===== config.mk =====
export PLATFORM = sky130hd
export DESIGN_NAME = audio_sample_fetcher
export DESIGN_NICKNAME = d
export VERILOG_FILES = /design/src/rtl/audio_sample_fetcher.sv
export SDC_FILE = /design/constraint.sdc
export NUM_CORES = 1
export LEC_CHECK = 0
export CAP_MARGIN = 20
export CORE_MARGIN = 2
export CORE_UTILIZATION = 40
export DETAILED_ROUTE_END_ITERATION = 8
export HOLD_SLACK_MARGIN = 0.06
export SETUP_SLACK_MARGIN = 0.3
export SLEW_MARGIN = 15
export SYNTH_ARGS = -nofsm -noshare
export SYNTH_HDL_FRONTEND = slang
export SYNTH_SLANG_ARGS = --single-unit

===== constraint.sdc =====
create_clock -name clk -period 2.9 [get_ports clk]
set_input_delay 0.725 -clock clk [delete_from_list [all_inputs] [get_ports clk]]
set_output_delay 0.725 -clock clk [all_outputs]
set_load 0.1 [all_outputs]

===== src/rtl/audio_sample_fetcher.sv =====
// Double-buffered PCM sample prefetcher: reads little-endian 16-bit frames from the active RAM half.
// Optional AUDIO_FETCH_UNDERRUN_CNT_EN adds a saturating 16-bit underrun event counter port.
module audio_sample_fetcher #(
    parameter int BUFFER_ADDR_BITS = 9
) (
    input  logic                        clk,
    input  logic                        rst,
    input  logic                        sample_req_i,
    input  logic                        pause_i,
    input  logic [7:0]                  channels_i,
    output logic [BUFFER_ADDR_BITS-1:0] buf_addr_o,
    output logic                        buf_sel_o,
    input  logic [7:0]                  buf_data_i,
    input  logic                        buf_filled_i,
    output logic                        buf_empty_o,
    input  logic                        buf_empty_ack_i,
    output logic [15:0]                 sample_left_o,
    output logic [15:0]                 sample_right_o,
    output logic                        sample_valid_o,
    output logic                        underrun_o
`ifdef AUDIO_FETCH_UNDERRUN_CNT_EN
    ,
    output logic [15:0]                 underrun_cnt_o
`endif
);

    typedef enum logic [1:0] {WAIT_FILL, FETCH, READY, SWAP} state_t;

    state_t      state_q;
    logic [2:0]  issue_cnt_q;
    logic [2:0]  cap_cnt_q;
    logic        rd_pend_q;
    logic        mono_q;
    logic [7:0]  byte_q [4];
    logic [2:0]  nbytes;
    logic        req_ok;

    always_comb begin
        nbytes = mono_q ? 3'd2 : 3'd4;
        req_ok = sample_req_i && !pause_i;
    end

    always_ff @(posedge clk) begin
        if (rst) begin
            state_q        <= WAIT_FILL;
            issue_cnt_q    <= '0;
            cap_cnt_q      <= '0;
            rd_pend_q      <= 1'b0;
            mono_q         <= 1'b0;
            byte_q         <= '{default: '0};
            buf_addr_o     <= '0;
            buf_sel_o      <= 1'b0;
            buf_empty_o    <= 1'b0;
            sample_left_o  <= '0;
            sample_right_o <= '0;
            sample_valid_o <= 1'b0;
            underrun_o     <= 1'b0;
`ifdef AUDIO_FETCH_UNDERRUN_CNT_EN
            underrun_cnt_o <= '0;
`endif
        end else begin
            sample_valid_o <= 1'b0;
            if (pause_i) begin
                sample_left_o  <= '0;
                sample_right_o <= '0;
            end
            if (req_ok && state_q != READY) begin
                underrun_o <= 1'b1;
`ifdef AUDIO_FETCH_UNDERRUN_CNT_EN
                if (underrun_cnt_o != 16'hFFFF)
                    underrun_cnt_o <= underrun_cnt_o + 16'd1;
`endif
            end

            case (state_q)
                WAIT_FILL: begin
                    if (buf_filled_i) begin
                        buf_sel_o   <= ~buf_sel_o;
                        buf_addr_o  <= '0;
                        mono_q      <= (channels_i == 8'd1);
                        issue_cnt_q <= '0;
                        cap_cnt_q   <= '0;
                        rd_pend_q   <= 1'b0;
                        state_q     <= FETCH;
                    end
                end

                FETCH: begin
                    // Issue and capture are tracked separately so a pause can stall the
                    // address stream while the read already in flight is still collected.
                    rd_pend_q <= 1'b0;
                    if (rd_pend_q) begin
                        byte_q[cap_cnt_q[1:0]] <= buf_data_i;
                        cap_cnt_q <= cap_cnt_q + 3'd1;
                        if (cap_cnt_q == nbytes - 3'd1)
                            state_q <= READY;
                    end
                    if (!pause_i && issue_cnt_q < nbytes) begin
                        rd_pend_q   <= 1'b1;
                        issue_cnt_q <= issue_cnt_q + 3'd1;
                        if ((issue_cnt_q + 3'd1) < nbytes)
                            buf_addr_o <= buf_addr_o + 1'b1;
                    end
                end

                READY: begin
                    if (req_ok) begin
                        sample_left_o  <= {byte_q[1], byte_q[0]};
                        sample_right_o <= mono_q ? {byte_q[1], byte_q[0]}
                                                 : {byte_q[3], byte_q[2]};
                        sample_valid_o <= 1'b1;
                        issue_cnt_q    <= '0;
                        cap_cnt_q      <= '0;
                        // buf_addr_o sits on the last byte read, so all-ones means the half is spent.
                        if (buf_addr_o == '1) begin
                            buf_empty_o <= 1'b1;
                            state_q     <= SWAP;
                        end else begin
                            buf_addr_o <= buf_addr_o + 1'b1;
                            state_q    <= FETCH;
                        end
                    end
                end

                SWAP: begin
                    if (buf_empty_ack_i) begin
                        buf_empty_o <= 1'b0;
                        state_q     <= WAIT_FILL;
                    end
                end

                default: state_q <= WAIT_FILL;
            endcase
        end
    end

endmodule


==> impl_metrics.json <==
{
  "outcome": "finished clean",
  "cts_resized": 0,
  "dp.cells": 574,
  "reg2reg_setup_slack_ps": 530,
  "wl_um": 9200,
  "hold_violations": 0,
  "grt_usage_pct": 18.8,
  "cts_buffer_depth": 2,
  "hpwl_um": 6390,
  "path_common_cell": "ha_1",
  "yosys_register_bits": 87,
  "yosys_warnings": 0,
  "drive_above_1_share_pct": 16.1,
  "r2r_start": "buf_addr_o[0]",
  "endpoint_kind": "register",
  "die_area_um2": 10000,
  "start_util_pct": 40.5,
  "power_density_nw_per_um2": 618,
  "rr_worst_depth": 9,
  "slowest_delay_ps": 510,
  "ys_types": 51,
  "total_power_w": 0.00279,
  "globalplace.congestion": 0.799,
  "antenna_found_initial": 0,
  "cts_tree": "yes",
  "rsz0062_at_grt": "no",
  "drtIter0Drc": 116,
  "firstDrtPassIters": 4,
  "cp.required_ps": 3190,
  "synth_top_area_cell": "dfxtp_1",
  "wl_met2_um": 4350,
  "synth.most_common_cell": "dfxtp_1",
  "core.rowCount": 35,
  "seq_area_frac_synth_pct": 47.3,
  "period_share_pct": 81.9,
  "reg2reg_to": "buf_addr_o[1]",
  "final_core_util_pct": 49.5,
  "maxSlewHeadroom_pct": 61.9,
  "worstSetupEndpoint": "buf_addr_o[1]",
  "wl_met3_um": 349,
  "grt_pass1_wl_um": 15000,
  "avgSynthCellArea_um2": 8.93,
  "cp_slowest_cell": "or4_1",
  "cp_num_buf_inv": 0,
  "hold_ws_ps": 460,
  "clk_latency_ps": 370,
  "core_um2": 9110,
  "irDropWorstVdd_mv": 0.369,
  "path_class": "register to register",
  "port_buffers": 66,
  "grt_pass1_vias": 3081,
  "clkTransAtPathRegs_ps": 90,
  "worstPathArrival_ps": 2660,
  "synth_area_um2": 3690,
  "critical_path_cell_count": 9,
  "fin_setup_tns_ps": 0,
  "antennaDiodeCount": 0,
  "area_growth_pct": 22.4,
  "skew_ps": 14.8,
  "die_height_um": 100,
  "hold_class": "register to register",
  "cp_top_family": "simple AND/OR/NAND/NOR gates",
  "die_w_um": 100,
  "clkSinkCount": 87,
  "vias": 3247,
  "synth_top_area_share_pct": 47.3,
  "ant_nets": 0,
  "yosys-top-cells-area": "dfxtp_1, nand2_1, a21oi_1, nand3_1, ha_1",
  "start_kind": "register",
  "num_io_pins": 67,
  "cts_setup_buffers": 0,
  "ys_top_cells_by_count": "dfxtp_1, nand2_1, a21oi_1",
  "max_cap_violations": 0,
  "final_nets": 510,
  "via_per_inst": 5.50,
  "ys.flop_type": "dfxtp_1",
  "synth_cells": 413,
  "tightest_slew_ps": 571,
  "finalSetupViolCount": 0,
  "met1_length_um": 4430,
  "gr-total-overflow": 0,
  "finalNonFillerCells": 590,
  "max_freq_mhz": 421,
  "cts_max_level": 3,
  "critPathLaunch": "buf_addr_o[0]",
  "wl_per_cell_um": 15.6,
  "ctsHoldBuffers": 0,
  "power.leakage_nw": 1.65,
  "maxSlewViolCount": 0,
  "grt_max_degree": 48,
  "synth-edff-count": 0,
  "finalCriticalPeriod_ps": 2370,
  "cp_cell_sequence": "ha_1 > nand3_1 > nor2_1 > and3_1 > ha_1 > a22oi_1 > o21ai_1 > or4_1 > a21oi_1",
  "drc": 0,
  "synthArstFlopShare_pct": 0,
  "crit_path_max_fanout": 5,
  "cts_root_buf": "clkbuf_8",
  "syn_nets": 449,
  "highest-signal-layer": "met4",
  "cts_buffers": 9
}
==> routing by layer <==
metal,vias up,global-route usage [%]
li1,1613,-
met1,1549,24.9
met2,79,30.9
met3,6,3.20
met4,0,6.74
met5,-,0
==> state kept, by name, indices dropped and copies added (netlist names), 2 cells and up <==
register and count:
cap_cnt_q 3, issue_cnt_q 3, state_q 2, sample_right_o 16, byte_q 32, buf_addr_o 9, sample_left_o 16
==> report_power, final <==
| part | switching (W) | internal, W | leakage [nW] |
|---|---|---|---|
| Combinational | 0.000483 | 0.000233 | 0.868 |
| Sequential | 0.0000391 | 0.00124 | 0.703 |
| Clock | 0.000477 | 0.000322 | 0.0842 |
| Total | 0.000998 | 0.00179 | 1.65 |
==> cell usage in the layout (no fill, tap or decap), types with 3 or more instances in the layout <==
cell type        synthesis  routed
o2111ai_1                3       3
ha_1                    14      14
nor4_1                   3       3
buf_4                    1      55
clkdlybuf4s50_1          0      20
clkbuf_8                 0       9
mux2i_1                 16      16
inv_1                    8       8
a21oi_1                 43      43
nand4_1                  6       6
nor3_1                   3       3
clkinvlp_4               0       3
o31ai_1                  3       3
nor2b_1                  4       4
a211oi_1                 7       7
nor2_1                  15      15
o21ai_0                 19      19
nand2_1                 61      61
dfxtp_1                 87      85
a22o_1                  16      16
a32o_1                   6       6
nand3_1                 38      38
==> logic make-up (layout without fill, tap and decap cells) <==
| kind of cell | count (synthesis) | after routing | synth area share (%) |
|---|---|---|---|
| flip-flops | 87 | 87 | 47.3 |
| buffers and inverters | 35 | 101 | 4.04 |
| AND/OR/NAND/NOR | 145 | 145 | 18.8 |
| XOR/XNOR | 3 | 3 | 0.713 |
| multiplexers | 16 | 16 | 4.34 |
| adder cells (fa/ha/maj) | 14 | 14 | 4.75 |
| AO/OA/AOI/OAI | 113 | 113 | 20.1 |
==> layout make-up <==
cell class                      count  area, um2
Fill cell                         923       4600
Multi-Input combinational cell    291       1800
Sequential cell                    87       1740
Clock buffer                        9        124
Timing Repair Buffer               76        618
Tap cell                          111        139
Inverter                            9       33.8
Clock inverter                      7       56.3
==> worst register-to-register path, stage by stage (launching register included) <==
cell     delay (ps)
dfxtp_2         340
ha_1            230
nand3_1         170
nor2_1           80
and3_1          190
ha_1            230
a22oi_1         190
o21ai_1         200
or4_1           510
a21oi_1         150
==> stage by stage <==
stage               worst slack (ps)  cell area, um2
global route                     342            4510
detailed placement               278            4330
finish                           526            4510
CTS                              527            4510
floorplan                        402            3690
global placement                 318            4330
==> worst min path at each step <==
stage / from / endpoint / slack [ps] / cells after the start
floorplan: byte_q[0] / byte_q[0] / 440 / 2
global placement: sample_right_o[12] / sample_right_o[12] / 440 / 2
detailed placement: sample_right_o[3] / sample_right_o[3] / 450 / 2
CTS: byte_q[10] / byte_q[10] / 460 / 2
global route: byte_q[13] / byte_q[13] / 480 / 2
finish: byte_q[13] / byte_q[13] / 460 / 2
No activity file was read; power rests on OpenSTA's default activity.
